**config.mk**
```make
export PLATFORM = sky130hd
export DESIGN_NAME = t05_histogram
export DESIGN_NICKNAME = d
export VERILOG_FILES = /design/src/rtl/t05_hist_pkg.sv /design/src/rtl/t05_sat_inc.sv /design/src/rtl/t05_histogram.sv
export SDC_FILE = /design/constraint.sdc
export NUM_CORES = 1
export LEC_CHECK = 0
export BUFFER_PORTS_ARGS = -buffer_cell sky130_fd_sc_hd__buf_2
export CAP_MARGIN = 20
export CORE_MARGIN = 5
export CORE_UTILIZATION = 45
export DETAILED_ROUTE_END_ITERATION = 8
export GPL_TIMING_DRIVEN = 0
export PLACE_DENSITY = 0.71
export SLEW_MARGIN = 30
export SYNTH_ARGS = -nofsm -noshare
export SYNTH_HDL_FRONTEND = slang
export SYNTH_SLANG_ARGS = --single-unit
```
**constraint.sdc**
```tcl
create_clock -name clk -period 2.7 [get_ports clk]
set_clock_uncertainty 0.1 [all_clocks]
set_input_delay 0.27 -clock clk [delete_from_list [all_inputs] [get_ports clk]]
set_output_delay 0.27 -clock clk [all_outputs]
set_load 0.005 [all_outputs]
```
**src/rtl/t05_hist_pkg.sv**
```systemverilog
// Shared types and defaults for the histogram stage of the Huffman compressor.
package t05_hist_pkg;

  localparam int unsigned CHAR_W_DEF = 8;
  localparam int unsigned CNT_W_DEF  = 32;
  localparam int unsigned NUM_BINS   = 256;

  typedef enum logic [2:0] {
    S_IDLE      = 3'd0,
    S_CLEAR     = 3'd1,
    S_WAIT_CHAR = 3'd2,
    S_RD_REQ    = 3'd3,
    S_WR_REQ    = 3'd4,
    S_DONE      = 3'd5
  } hist_state_t;

endpackage

```
**src/rtl/t05_sat_inc.sv**
```systemverilog
// Combinational saturating increment: value+1, clamped at all-ones.
module t05_sat_inc #(
  parameter int unsigned W = 32
) (
  input  logic [W-1:0] i_value,
  output logic [W-1:0] o_value
);

  assign o_value = (&i_value) ? i_value : i_value + W'(1);

endmodule

```
**src/rtl/t05_histogram.sv**
```systemverilog
// Histogram builder: counts input bytes into 2**CHAR_W SRAM bins using a
// read-modify-write over a req/ack word port, then reports the total.
// Optional macro HIST_BYPASS_EN adds a one-entry cache of the last written
// bin so a repeated byte skips the SRAM read.
module t05_histogram
  import t05_hist_pkg::*;
#(
  parameter int unsigned CHAR_W         = CHAR_W_DEF,
  parameter int unsigned CNT_W          = CNT_W_DEF,
  parameter int unsigned CLEAR_ON_START = 1
) (
  input  logic              clk,
  input  logic              rst,
  input  logic              start,
  input  logic              in_valid,
  input  logic [CHAR_W-1:0] in_char,
  output logic              in_ready,
  input  logic              eof,
  output logic              mem_req,
  output logic              mem_wr,
  output logic [CHAR_W-1:0] mem_addr,
  output logic [CNT_W-1:0]  mem_wdata,
  input  logic [CNT_W-1:0]  mem_rdata,
  input  logic              mem_ack,
  output logic              busy,
  output logic              done,
  output logic [CNT_W-1:0]  total_chars
);

  localparam logic [CHAR_W:0] LAST_IDX = {1'b0, {CHAR_W{1'b1}}};

  hist_state_t       r_state;
  logic [CHAR_W:0]   r_clr_idx;
  logic [CNT_W-1:0]  r_total;
  logic              r_mem_req;
  logic              r_mem_wr;
  logic [CHAR_W-1:0] r_mem_addr;
  logic [CNT_W-1:0]  r_mem_wdata;
  logic              r_done;

  logic [CNT_W-1:0]  w_bin_src;
  logic [CNT_W-1:0]  w_bin_inc;
  logic [CNT_W-1:0]  w_total_inc;

`ifdef HIST_BYPASS_EN
  logic [CHAR_W-1:0] r_last_char;
  logic [CNT_W-1:0]  r_last_count;
  logic              r_last_valid;
  logic              w_hit;

  assign w_hit     = r_last_valid && (r_last_char == in_char);
  // Outside RD_REQ the incrementer only matters for a cache hit in WAIT_CHAR.
  assign w_bin_src = (r_state == S_RD_REQ) ? mem_rdata : r_last_count;
`else
  assign w_bin_src = mem_rdata;
`endif

  t05_sat_inc #(.W(CNT_W)) u_bin_inc (
    .i_value (w_bin_src),
    .o_value (w_bin_inc)
  );

  t05_sat_inc #(.W(CNT_W)) u_total_inc (
    .i_value (r_total),
    .o_value (w_total_inc)
  );

  assign in_ready    = (r_state == S_WAIT_CHAR);
  assign busy        = (r_state != S_IDLE);
  assign done        = r_done;
  assign total_chars = r_total;
  assign mem_req     = r_mem_req;
  assign mem_wr      = r_mem_wr;
  assign mem_addr    = r_mem_addr;
  assign mem_wdata   = r_mem_wdata;

  // Pass sequencing, registered SRAM request and counters.
  always_ff @(posedge clk or posedge rst) begin
    if (rst) begin
      r_state     <= S_IDLE;
      r_clr_idx   <= '0;
      r_total     <= '0;
      r_mem_req   <= 1'b0;
      r_mem_wr    <= 1'b0;
      r_mem_addr  <= '0;
      r_mem_wdata <= '0;
      r_done      <= 1'b0;
`ifdef HIST_BYPASS_EN
      r_last_char  <= '0;
      r_last_count <= '0;
      r_last_valid <= 1'b0;
`endif
    end else begin
      r_done <= 1'b0;
      case (r_state)
        S_IDLE: begin
          if (start) begin
            r_total   <= '0;
            r_clr_idx <= '0;
`ifdef HIST_BYPASS_EN
            r_last_valid <= 1'b0;
`endif
            if (CLEAR_ON_START != 0) r_state <= S_CLEAR;
            else                     r_state <= S_WAIT_CHAR;
          end
        end

        // One idle cycle between clear writes keeps mem_req dropping after each ack.
        S_CLEAR: begin
          if (!r_mem_req) begin
            r_mem_req   <= 1'b1;
            r_mem_wr    <= 1'b1;
            r_mem_addr  <= r_clr_idx[CHAR_W-1:0];
            r_mem_wdata <= '0;
`ifdef HIST_BYPASS_EN
            r_last_valid <= 1'b0;
`endif
          end else if (mem_ack) begin
            r_mem_req <= 1'b0;
            r_mem_wr  <= 1'b0;
            r_clr_idx <= r_clr_idx + {{CHAR_W{1'b0}}, 1'b1};
            if (r_clr_idx == LAST_IDX) r_state <= S_WAIT_CHAR;
          end
        end

        // mem_addr doubles as the latched character for the whole update.
        S_WAIT_CHAR: begin
          if (in_valid) begin
            r_mem_addr <= in_char;
            r_mem_req  <= 1'b1;
`ifdef HIST_BYPASS_EN
            if (w_hit) begin
              r_mem_wr    <= 1'b1;
              r_mem_wdata <= w_bin_inc;
              r_state     <= S_WR_REQ;
            end else begin
              r_mem_wr <= 1'b0;
              r_state  <= S_RD_REQ;
            end
`else
            r_mem_wr <= 1'b0;
            r_state  <= S_RD_REQ;
`endif
          end else if (eof) begin
            r_done  <= 1'b1;
            r_state <= S_DONE;
          end
        end

        // The write request follows the read ack directly; req stays high.
        S_RD_REQ: begin
          if (mem_ack) begin
            r_mem_wr    <= 1'b1;
            r_mem_wdata <= w_bin_inc;
            r_state     <= S_WR_REQ;
          end
        end

        S_WR_REQ: begin
          if (mem_ack) begin
            r_mem_req <= 1'b0;
            r_mem_wr  <= 1'b0;
            r_total   <= w_total_inc;
`ifdef HIST_BYPASS_EN
            r_last_char  <= r_mem_addr;
            r_last_count <= r_mem_wdata;
            r_last_valid <= 1'b1;
`endif
            r_state <= S_WAIT_CHAR;
          end
        end

        S_DONE: begin
          r_state <= S_IDLE;
        end

        default: begin
          r_state <= S_IDLE;
        end
      endcase
    end
  end

endmodule

```
# Yosys cells after proc, flatten, opt, wreduce, memory -nomap -nowiden
# Cells that the tools add are included.
word_totals:
  word_cells: 80
  register_bits: 87
  inputBits: 46
op_classes:
  n_eq_ne: 15
  reduce_logical: 17
  muxes: 37
  addsub: 3
ops:
  columns: ["op", "n"]
  rows:
  - ["$mux 32", 6]
  - ["$pmux 32 s2", 2]
  - ["$add 32x1->32 const B", 2]
  - ["$reduce_and 32->1", 2]
  - ["$mux 9", 3]
  - ["$mux 3", 8]
  - ["$ne 2x2->1 const B", 9]
  - ["$pmux 9 s2", 1]
  - ["$mux 8", 2]
  - ["$pmux 8 s2", 1]
  - ["$pmux 3 s5", 1]
  - ["$reduce_and 3->1", 4]
  - ["$mux 1", 11]
  - ["$add 9x1->9 const B", 1]
  - ["$eq 9x8->1 const B", 1]
  - ["$reduce_and 4->1", 2]
  - ["$reduce_bool 2->1", 4]
  - ["$reduce_and 7->1", 1]
  - ["$eq 3x2->1 const B", 2]
  - ["$reduce_bool 3->1", 2]
  - ["$pmux 1 s4", 1]
  - ["$reduce_bool 4->1", 1]
  - ["$eq 3x1->1 const B", 1]
  - ["$eq 3x3->1 const B", 1]
  - ["other kinds (3)", 3]

# Longest topological paths before layout
# Gate-level depths: netlist of the first run.
logic_depth:
  depth_word: 5
  ltp_mapped: 9

# Modules after synthesis
# A second synthesis of the first run with hierarchy kept.
unflattened:
  cells_unflattened: 666
  area_unflattened_um2: 5465.2
modules_own_cells:
  columns: ["mod", "cells_each", "instances", "area_per_inst_um2", "seq_area_each_um2"]
  rows:
  - ["t05_histogram", 428, 1, 3856.2, 2177.1]
  - ["t05_sat_inc", 119, 2, 804.5, 0.0]

# Worst setup path after synthesis of the first run
# No wires, ideal clock.
synth_path:
  path_type: "reg2reg"
  from: "register r_total[18] (netlist: total_chars[18])"
  to: "register r_total[20] (netlist: total_chars[20])"
  n_path_buf: 2
  t_arrival_ps: 1877
  slack_ps: 590
  required_ps: 2467
  path_stages_with_launch: 8
  setup_time_ps: 133
  path_cell_list: "dfrtp_1 -> buf_4 -> nand4_1 -> or4_4 -> and4bb_2 -> nand2b_1 -> buf_4 -> o211ai_2"
synth_between:
  elab_chain_len: 4
  elab_cells_between_ends: 7
  cone_classes: "add/sub: 1; eq/ne: 1; mux: 3; reduce/logical: 2"
synth_rtl:
  columns: ["item", "line", "text"]
  rows:
  - ["start: declaration", "t05_histogram.sv:34", "logic [CNT_W-1:0] r_total;"]
  - ["start signal: assignment", "t05_histogram.sv:163", "r_total <= w_total_inc;"]
  - ["$add 32x1->32", "t05_sat_inc.sv:9", "assign o_value = (&i_value) ? i_value : i_value + W'(1);"]
  - ["$mux 32", "t05_sat_inc.sv:9", null]
  - ["$mux 32", "t05_histogram.sv:160", "if (mem_ack) begin"]
  - ["$pmux 32 s2", "t05_histogram.sv:95", "case (r_state)"]
# Several ways; a longest one is shown, not always the timed one. The select of a mux whose other input is x is not followed.
# A chain may end at the register's enable or synchronous reset.

# Worst setup path after layout of the first run
layout_path:
  from: "register r_total[0] (netlist: total_chars[0])"
  to: "register r_total[24] (netlist: total_chars[24])"
# Same word-level chain as after synthesis.

==> results of run 1 <==
==> repair_timing <==
item,4_1_cts,5_1_grt
hold buffers,1,0
hold endpoints to repair,24,0
setup buffers,0,0
endpoints found under the setup margin,0,3
==> synth_stat cells, types with 7 or more instances <==
| cell type | number |
|---|---|
| dfrtp_1 | 87 |
| nand2_1 | 63 |
| nand3_1 | 46 |
| o31ai_1 | 34 |
| o21ai_0 | 33 |
| nor2_1 | 31 |
| clkbuf_1 | 27 |
| a21oi_1 | 24 |
| nand4_1 | 21 |
| nor3_1 | 19 |
| a31oi_1 | 16 |
| mux2i_1 | 16 |
| and3_1 | 15 |
| xnor2_1 | 13 |
| nor4_1 | 12 |
| and2_1 | 11 |
| inv_1 | 11 |
| and4_1 | 8 |
| o21ai_1 | 8 |
| buf_2 | 7 |
| or3_1 | 7 |
==> worst max-delay path: cells and delay by family, from the launching register on <==
family,cells,cell delay (ps)
AO/OA/AOI/OAI,1,160
AND/OR/NAND/NOR,4,1150
buffers and inverters,1,270
flip-flops,1,470
adder cells (fa/ha/maj),1,250
==> metal layers <==
| layer | vias to the layer above | track usage, % | part of all wire [%] |
|---|---|---|---|
| li1 | 2586 | - | - |
| met1 | 2679 | 28.7 | 43 |
| met2 | 194 | 35.7 | 48 |
| met3 | 24 | 5.40 | 6.9 |
| met4 | 0 | 10.1 | 2.1 |
| met5 | - | 0 | 0 |
==> kinds of logic (layout without fill, tap and decap cells) <==
family                     Yosys count  in the layout  share of synthesized area [%]
AOI/OAI and AO/OA                  166            166                           21.0
xor gates and xnor gates            15             15                           2.48
adders and majority gates            4              4                          0.944
buffers and inverters               52            190                           4.48
DFF                                 87             87                           41.1
muxes                               19             19                           3.66
and+or+nand+nor                    264            264                           26.4
==> cell type report <==
cell class / instances / area share, %
tap: 143 / 2.79
inverter: 11 / 0.723
multi-input combinational: 468 / 45.2
clock buffer: 13 / 4.06
buffer: 40 / 3.01
sequential: 87 / 34.0
clock inverter: 1 / 0.0781
timing repair buffer: 125 / 10.2
==> per-stage QoR <==
| step | worst slack [ps] | total power [mW] | std cells | hold WS, ps | utilization, % |
|---|---|---|---|---|---|
| final | 226 | 4.81 | 888 | 66.6 | 55.9 |
| after global routing | 53.2 | 5.14 | 888 | 60.9 | 55.9 |
| after CTS | 185 | 4.84 | 889 | 50.9 | 55.9 |
| after detailed placement | 179 | 3.67 | 874 | 151 | 53.5 |
| after global placement | -1080 | 3.59 | 872 | 364 | 53.1 |
| after floorplan | 79.8 | 2.93 | 607 | 240 | - |
==> power breakdown <==
| group | switching (mW) | total, mW | internal [mW] |
|---|---|---|---|
| clock network | 0.499 | 1.16 | 0.663 |
| registers | 0.216 | 1.84 | 1.62 |
| logic | 1.10 | 1.81 | 0.709 |
| total | 1.82 | 4.81 | 2.99 |
==> sequential cells by signal, summed over array words and instances, names as in the netlist <==
register and flops:
mem_wdata 32, r_state 3, mem_wr 1, done 1, total_chars 32, mem_addr 8, r_clr_idx 9, mem_req 1
==> worst min path at each step <==
stage,depth (start not counted),to,startpoint,slack [ps]
floorplan,1,done,in_valid,240
global placement,2,mem_wdata[28],mem_wdata[28],360
detailed placement,2,total_chars[11],rst,150
CTS,2,done,in_valid,50
global route,2,done,in_valid,60
finish,2,done,in_valid,70
==> flow_summary.rst, run 1 <==
.. list-table::
   :header-rows: 1

   * - Metric
     - Value
   * - Nets
     - between 700 and 800
   * - Total of flip-flops plus latches after synthesis
     - 87
   * - Critical-path maximum fanout
     - 10
   * - Predominant post-synthesis flop cell
     - dfrtp_1
   * - Clock latency on the worst-skew pair
     - around 340 ps
   * - Die X-Extent
     - 119 um
   * - Placer Congestion
     - ~0.89
   * - Commonest non-fill, non-tap cell in the layout
     - buf_2
   * - Vias per Instance
     - 6.17
   * - IR drop worst, VDD
     - 0.000391 V
   * - Area of the die
     - around 14000 um2
   * - Area occupied by registers
     - roughly 2200 um2
   * - Critical path start-end classification
     - register to register
   * - Leakage Power
     - roughly 2.8 nW
   * - Launch point of the critical path
     - total_chars[0]
   * - Drc violations
     - 0
   * - Share of the cycle needed by the critical path after routing
     - a little over 90%
   * - Final hold violation count
     - 0
   * - Global route total overflow
     - 0
   * - Required time of the critical path
     - about 2900 ps
   * - Setup tns final
     - 0 ps
   * - Num rows
     - 39
   * - Reg2reg start
     - total_chars[0]
   * - Largest net degree at the start of global routing
     - 64
   * - Clock slew at the register clock pins of the worst setup and hold paths
     - around 60 ps
   * - Endpoint of the worst-slack reg-to-reg timing path
     - total_chars[24]
   * - Hold WC Path Type
     - primary input to register
   * - Post-DRT Antenna Nets
     - 0
   * - Total CTS buffers
     - 9
   * - Cell type with the largest total area after synthesis
     - dfrtp_1
   * - Post-synth ARST share
     - 100%
   * - Kind of launch point of the worst setup path
     - register
   * - Critical path capture point type
     - register
   * - Worst Path Arrival
     - roughly 2600 ps
   * - Starting density of the core
     - 46.2%
   * - Root buf cell
     - clkbuf_16
   * - Detailed-route wire length per cell
     - about 18 um
   * - All-layer global routing usage
     - 22.3%
   * - Post-Synthesis Cell Area
     - ~5300 um2
   * - Slowest stage cell on the critical path
     - dfrtp_1
   * - Placed Area
     - 6140 um2
   * - Via count
     - 5483
   * - Synth unique cells
     - 62
   * - Total wire length after detailed routing
     - ~16000 um
   * - Power density over the cells
     - 751 nW/um2
   * - Max-slew headroom at the worst pin
     - 35.8%
   * - Height of the die
     - 119 um
   * - DR pass1 iterations
     - 5
   * - H-tree levels
     - 3
   * - Post-route design area
     - 6410 um2
   * - Setup repair after global routing missed its margin
     - no
   * - Mean Syn Cell Area
     - a little under 9 um2
   * - Core region area
     - 11500 um2
   * - Post-Syn Nets
     - 657
   * - Diode insertion count for antenna repair
     - 0
   * - Area growth, synth to finish
     - 20.8%
   * - Critical path's largest stage delay
     - between 400 and 500 ps
   * - Number of max-cap violations
     - 0
   * - Wire length of the first global-routing pass
     - 26300 um
   * - Buffers added on ports
     - 122
   * - Fraction of layout cells with a size suffix above 1
     - 21.7%
   * - Top-level I/O count
     - 123
   * - Most used cells in the layout excluding fill and tap cells
     - buf_2 (130), dfrtp_1 (87), nand2_1 (63)
   * - Portion of the post-synthesis area used by sequential elements
     - 41.1%
   * - Number of antenna violations at the first check in global routing
     - 0
   * - Endpoint of the worst setup timing path
     - total_chars[24]
   * - Number of setup violations in the final report
     - 0
   * - Vias in the first global route
     - 5377
   * - Result of the run
     - completed
   * - Post-layout min period
     - 2470 ps
   * - Worst Reg2Reg Path Length in Cells
     - 7
   * - Final Max Tran Viols
     - 0
   * - HPWL after detailed placement
     - between 10000 and 15000 um
   * - Reg2Reg Setup Slack
     - 230 ps
   * - Clock tree from TritonCTS
     - done
   * - Resized Gates After CTS
     - 0
   * - Number of inserted filler cells in the final layout
     - between 1000 and 1500
   * - Ordered list of cells on the worst path
     - ha_1 -> nand3_1 -> nor2_1 -> nand2_1 -> clkbuf_1 -> or3_1 -> a21oi_1
   * - EDFF count, synth
     - 0
   * - Clock net sink count
     - 87
   * - Cell count after synthesis
     - 607
   * - Starting DRC count in detailed routing
     - 464
   * - Maximum clock insertion buffer count
     - 2
   * - Largest cells by area after synthesis
     - dfrtp_1 (41%), o31ai_1 (4.8%), nand2_1 (4.5%)
   * - Yosys warning count
     - 0
   * - Slew of the pin with the lowest slew margin
     - 956 ps
   * - Multi-input logic area
     - roughly 2900 um2
   * - Portion of synthesized cell area occupied by the leading cell type
     - 41.1%
   * - Max frequency
     - 404 MHz
Note: power is estimated with default switching activity, not from simulation.
==> run 2: changes to the inputs <==
PLACE_DENSITY = 0.79   (was 0.71)
REMOVE_ABC_BUFFERS = 1   (was unset)
==> run 2 against run 1 <==
Effect of this change:
- sequential share of layout area is 0.17 points higher
- die area unchanged
- worst hold slack worse by 23 ps
- clock power rose by 21%
- routed wire length fell by 2.7%
- power up 4.1%
- maximum frequency is 5.6% lower
- clock-buffer cell count down 3
- register-to-register slack lost 150 ps
- non-clock buffer count decreased by 39
- highest routed layer unchanged
==> flow_summary.rst, run 2 (synthesized netlist as in run 1, its figures left out) <==
.. list-table::
   :header-rows: 1

   * - Metric
     - Value
   * - Commonest non-fill, non-tap cell in the layout
     - buf_2
   * - Drc violations
     - 0 (unchanged)
   * - Critical path's largest stage delay
     - 600 ps (+130 ps)
   * - Clock net sink count
     - 87 (unchanged)
   * - Fraction of layout cells with a size suffix above 1
     - 23.7% (+2.0 points)
   * - Kind of launch point of the worst setup path
     - register
   * - Ordered list of cells on the worst path
     - nand4_1 -> or4_4 -> and4bb_4 -> nand2b_4 -> o41ai_1
   * - Num rows
     - 39 (unchanged)
   * - Height of the die
     - 119 um (unchanged)
   * - Area of the die
     - 14100 um2 (unchanged)
   * - Critical path start-end classification
     - register to register
   * - Die X-Extent
     - 119 um (unchanged)
   * - Clock tree from TritonCTS
     - done
   * - Global route total overflow
     - 0 (unchanged)
   * - Most used cells in the layout excluding fill and tap cells
     - buf_2 (122), dfrtp_1 (85), nand2_1 (61)
   * - Critical-path maximum fanout
     - 21 (+11)
   * - Post-layout min period
     - 2620 ps (+146 ps)
   * - Leakage Power
     - 2.81 nW (-1.3%)
   * - Root buf cell
     - clkbuf_16
   * - Wire length of the first global-routing pass
     - 25400 um (-3.5%)
   * - Worst Path Arrival
     - 2720 ps (+80 ps)
   * - Post-DRT Antenna Nets
     - 0 (unchanged)
   * - Area growth, synth to finish
     - 20.4%
   * - Launch point of the critical path
     - total_chars[18]
   * - Placer Congestion
     - 0.905 (+1.8%)
   * - Final hold violation count
     - 0 (unchanged)
   * - Nets
     - 754 (-4.8%)
   * - HPWL after detailed placement
     - 10600 um (-9.3%)
   * - Worst slack at placement
     - -637 ps (-816 ps)
   * - Clock latency on the worst-skew pair
     - 350 ps (about the same)
   * - Hold_sp
     - in_valid
   * - Final Max Tran Viols
     - 0 (unchanged)
   * - Number of inserted filler cells in the final layout
     - 1023 (unchanged)
   * - Power density over the cells
     - 785 nW/um2 (+4.5%)
   * - Final core utilization
     - 55.7% (-0.22 points)
   * - Largest net degree at the start of global routing
     - 68 (+6.3%)
   * - Setup ws final
     - 80.3 ps (-146 ps)
   * - Hold WS
     - 43.6 ps (-23.0 ps)
   * - Result of the run
     - completed
   * - Max frequency
     - 382 MHz (-5.6%)
   * - Setup tns final
     - 0 ps (unchanged)
   * - Via count
     - 5432 (-0.93%)
   * - Slew of the pin with the lowest slew margin
     - 891 ps (-64.8 ps)
   * - Diode insertion count for antenna repair
     - 0 (unchanged)
   * - Share of the cycle needed by the critical path after routing
     - 97.0% (+5.4 points)
   * - Max-slew headroom at the worst pin
     - 40.2% (+4.4 points)
   * - Number of antenna violations at the first check in global routing
     - 0 (unchanged)
   * - Top-level I/O count
     - 123 (unchanged)
   * - Buffers added on ports
     - 122 (unchanged)
   * - Reg2reg start
     - total_chars[18]
   * - Clock slew at the register clock pins of the worst setup and hold paths
     - 70 ps (about the same)
   * - Final non-filler cell total
     - 852 (-4.1%)
   * - Hold WC Path Type
     - primary input to register
   * - Starting DRC count in detailed routing
     - 477 (+2.8%)
   * - Starting density of the core
     - 46.2% (unchanged)
   * - Post-CTS setup buffer count
     - 0 (unchanged)
   * - Total buffers and inverters traversed by the critical path
     - 0 (-1)
   * - Maximum clock insertion buffer count
     - 2 (unchanged)
   * - DR pass1 iterations
     - 5 (unchanged)
   * - Detailed-route wire length per cell
     - 18.2 um (+1.4%)
   * - Total wire length after detailed routing
     - 15500 um (-2.7%)
   * - Total CTS buffers
     - 9 (unchanged)
   * - Post-placement cell count
     - 834 (-4.6%)
   * - Number of setup violations in the final report
     - 0 (unchanged)
   * - Vias in the first global route
     - 5184 (-3.6%)
   * - Number of max-cap violations
     - 0 (unchanged)
   * - Critical path capture point type
     - register
   * - Worst path top cell family by delay
     - simple AND/OR/NAND/NOR gates
   * - All-layer global routing usage
     - 21.2% (-1.2 points)
   * - Slowest stage cell on the critical path
     - or4_4
   * - Vias per Instance
     - 6.38 (+3.3%)
   * - Core region area
     - 11500 um2 (unchanged)
   * - IR drop worst, VDD
     - 0.000654 V (+67%)
   * - H-tree levels
     - 3 (unchanged)
   * - Required time of the critical path
     - 2800 ps (-70 ps)
[run 2: changes by cell type in the layout (fill, tap and decap cells not counted), moves of 2 or more]
cell	before	now
buf_2	130	122
buf_4	3	1
buf_6	3	0
bufinv_16	0	2
clkbuf_1	28	0
clkinvlp_4	0	2
dfrtp_1	87	85
dfrtp_2	0	2
nand2_1	63	61
nor2_1	31	29
[run 2: layout make-up]
class	count	area (um2)	area share, %
clock inverters	6	92.6	1.45
inverters	11	46.3	0.725
flip-flops and latches	87	2180	34.2
multi-input cells	469	2980	46.6
clock buffers	10	239	3.74
repair buffers	126	671	10.5
well taps	143	179	2.80
[run 2: final timing paths]
path	to	slack, ps	cells after the start
worst max-delay path	total_chars[5]	80	5
worst min-delay path	done	40	2
worst max register to register	total_chars[5]	80	5
worst min register to register	mem_wdata[4]	370	2
max in group asynchronous	total_chars[22]	1590	4
min in group asynchronous	mem_wdata[25]	310	3
[run 2: repair_timing]
action,CTS,global route
hold buffers,1,0
setup endpoints to repair,27,23
pin swaps,1,1
gates cloned,0,1
gates resized for setup,7,6
hold endpoints to repair,20,0
[run 2: where the power goes]
part | internal (mW) | leakage, nW | switching, mW
Clock | 0.841 | 0.155 | 0.562
Sequential | 1.62 | 1.15 | 0.326
Combinational | 0.694 | 1.50 | 0.963
Total | 3.16 | 2.81 | 1.85
[run 2: stage by stage]
step / power (mW) / area [um2]
after floorplan: 2.85 / 5110
after global placement: 3.46 / 5900
after detailed placement: 3.61 / 5980
after CTS: 5.03 / 6340
after global routing: 5.35 / 6380
final: 5.01 / 6380
[run 2: layer usage]
layer,up-vias,routed length (um),GRT usage [%],part of all wire (%)
li1,2523,-,-,-
met3,31,1400,4.78,9.0
met5,-,0,0,0
met1,2602,6220,27.9,40
met2,276,7480,33.7,48
met4,0,363,8.79,2.3
==> run 3: changes to the inputs <==
PLACE_DENSITY = 0.77   (was 0.79)
clock period = 3.39 ns   (was 2.7 ns; I/O delays follow)
==> run 3 against run 2 <==
Effect of this change:
- register-to-register slack better by 200 ps
- power shrank 23%
- sequential share of layout area is 0.47 points higher
- sequential power decreased by 21%
==> flow_summary.rst, run 3 (synthesized netlist as in run 1, its figures left out) <==
.. list-table::
   :header-rows: 1

   * - Metric
     - Value
   * - Result of the run
     - completed
   * - Reg2Reg Setup Slack
     - 280 ps (+200 ps)
   * - Max-slew headroom at the worst pin
     - 37.9% (-2.3 points)
   * - Critical path start-end classification
     - register to register
   * - Drc violations
     - 0 (unchanged)
   * - Buffers added on ports
     - 122 (unchanged)
   * - Top-level I/O count
     - 123 (unchanged)
   * - Hold WC Path Type
     - primary input to register
   * - Worst Path Arrival
     - 3230 ps (+510 ps)
   * - Maximum clock insertion buffer count
     - 2 (unchanged)
   * - Required time of the critical path
     - 3510 ps (+710 ps)
   * - Area occupied by registers
     - 2180 um2 (-0.11%)
   * - Final hold violation count
     - 0 (unchanged)
   * - Root buf cell
     - clkbuf_16
   * - Vias in the first global route
     - 5154 (-0.58%)
   * - Post-DRT Antenna Nets
     - 0 (unchanged)
   * - Ordered list of cells on the worst path
     - nand4_1 -> or4_4 -> and4bb_2 -> nand2b_2 -> o31ai_1
   * - Commonest non-fill, non-tap cell in the layout
     - buf_2
   * - Slowest stage cell on the critical path
     - and4bb_2
   * - Setup repair after global routing missed its margin
     - no
   * - Starting density of the core
     - 46.2% (unchanged)
   * - Critical path capture point type
     - register
   * - Area growth, synth to finish
     - 18.6%
   * - Worst Reg2Reg Path Length in Cells
     - 5 (unchanged)
   * - Leakage Power
     - 2.77 nW (-1.5%)
   * - Hold WS
     - 125 ps (+81.0 ps)
   * - Core region area
     - 11500 um2 (unchanged)
   * - Number of inserted filler cells in the final layout
     - 1003 (-2.0%)
   * - Number of max-cap violations
     - 0 (unchanged)
   * - Clock slew at the register clock pins of the worst setup and hold paths
     - 70 ps (about the same)
   * - Final non-filler cell total
     - 851 (-0.12%)
   * - Setup tns final
     - 0 ps (unchanged)
   * - Slew of the pin with the lowest slew margin
     - 925 ps (+34.2 ps)
   * - Starting DRC count in detailed routing
     - 391 (-18%)
   * - Post-placement cell count
     - 834 (unchanged)
   * - Share of the cycle needed by the critical path after routing
     - 91.8% (-5.2 points)
   * - All-layer global routing usage
     - 20.8% (-0.33 points)
   * - Reg2reg start
     - total_chars[18]
   * - Final Max Tran Viols
     - 0 (unchanged)
   * - Total wire length after detailed routing
     - 14700 um (-5.0%)
   * - IR drop worst, VDD
     - 0.000378 V (-42%)
   * - Clock latency on the worst-skew pair
     - 350 ps (about the same)
   * - Multi-input logic area
     - 2920 um2 (-1.8%)
   * - Clock tree from TritonCTS
     - done
   * - Die X-Extent
     - 119 um (unchanged)
   * - Vias per Instance
     - 6.29 (-1.3%)
   * - H-tree levels
     - 3 (unchanged)
   * - Number of antenna violations at the first check in global routing
     - 0 (unchanged)
   * - Wire length of the first global-routing pass
     - 24800 um (-2.4%)
   * - Number of setup violations in the final report
     - 0 (unchanged)
   * - Critical-path maximum fanout
     - 32 (+52%)
   * - Critical path's largest stage delay
     - 800 ps (+200 ps)
   * - HPWL after detailed placement
     - 10500 um (-1.7%)
   * - Endpoint of the worst setup timing path
     - total_chars[12]
   * - Largest net degree at the start of global routing
     - 70 (+2.9%)
   * - Num rows
     - 39 (unchanged)
   * - Via count
     - 5356 (-1.4%)
   * - Launch point of the critical path
     - total_chars[18]
   * - Max frequency
     - 321 MHz (-16%)
   * - Total CTS buffers
     - 9 (unchanged)
   * - Clock net sink count
     - 87 (unchanged)
   * - Diode insertion count for antenna repair
     - 0 (unchanged)
   * - Power density over the cells
     - 611 nW/um2 (-22%)
   * - Endpoint of the worst-slack reg-to-reg timing path
     - total_chars[12]
   * - Placer Congestion
     - 0.859 (-5.1%)
   * - Detailed-route wire length per cell
     - 17.3 um (-4.9%)
   * - Height of the die
     - 119 um (unchanged)
   * - Global route total overflow
     - 0 (unchanged)
   * - Area of the die
     - 14100 um2 (unchanged)
   * - Post-layout min period
     - 3110 ps (+493 ps)
   * - Nets
     - 753 (-0.13%)
   * - Most used cells in the layout excluding fill and tap cells
     - buf_2 (122), dfrtp_1 (87), nand2_1 (62)
   * - Post-CTS setup buffer count
     - 0 (unchanged)
   * - Kind of launch point of the worst setup path
     - register
   * - DR pass1 iterations
     - 5 (unchanged)
   * - Fraction of layout cells with a size suffix above 1
     - 22.3% (-1.4 points)
## run 3: report_power, final
group,switching (mW),internal (mW)
registers,0.253,1.29
clock network,0.405,0.591
logic,0.753,0.548
total,1.41,2.43
## run 3: area by class of cell
class / count / area share [%]
clock inverters: 3 / 0.676
well taps: 143 / 2.85
multi-input cells: 468 / 46.5
repair buffers: 126 / 10.7
clock buffers: 13 / 3.98
inverters: 11 / 0.736
flip-flops and latches: 87 / 34.6
## run 3: worst min path at each step
| stage | slack [ps] | endpoint | start | cells after the start |
|---|---|---|---|---|
| 3_5_place_dp | 190 | mem_wdata[29] | rst | 2 |
| 5_1_grt | 130 | done | in_valid | 2 |
| 6_report | 120 | done | in_valid | 2 |
| 2_1_floorplan | 310 | done | in_valid | 1 |
| 3_3_place_gp | 360 | mem_wdata[2] | mem_wdata[2] | 2 |
| 4_1_cts | 110 | done | in_valid | 2 |
## run 3: timing repair
item / 4_1_cts / 5_1_grt
gates resized for setup: 0 / 1
endpoints found under the hold margin: 18 / 0
setup endpoints to repair: 0 / 21
hold buffers: 1 / 0
## run 3: per-stage QoR
step | utilization, % | instance area [um2] | worst slack [ps] | power (mW)
6_report | 54.8 | 6290 | 277 | 3.84
5_1_grt | 54.8 | 6290 | 140 | 4.12
4_1_cts | 54.8 | 6280 | 47.9 | 3.88
3_5_place_dp | 52.1 | 5980 | 70.8 | 2.86
3_3_place_gp | 51.4 | 5900 | -438 | 2.75
2_1_floorplan | - | 5110 | 694 | 2.27
## run 3: worst max-delay path, delay by kind of cell, from the launching register on
family,cells,cell delay [ps]
compound gates,1,150
flops,1,510
simple gates,4,2220
## run 3: routing by layer
| metal | wire [um] | global-route usage (%) | vias up |
|---|---|---|---|
| li1 | - | - | 2509 |
| met1 | 6240 | 27.0 | 2555 |
| met2 | 6830 | 32.8 | 259 |
| met3 | 1220 | 4.97 | 33 |
| met4 | 409 | 9.92 | 0 |
| met5 | 0 | 0 | - |
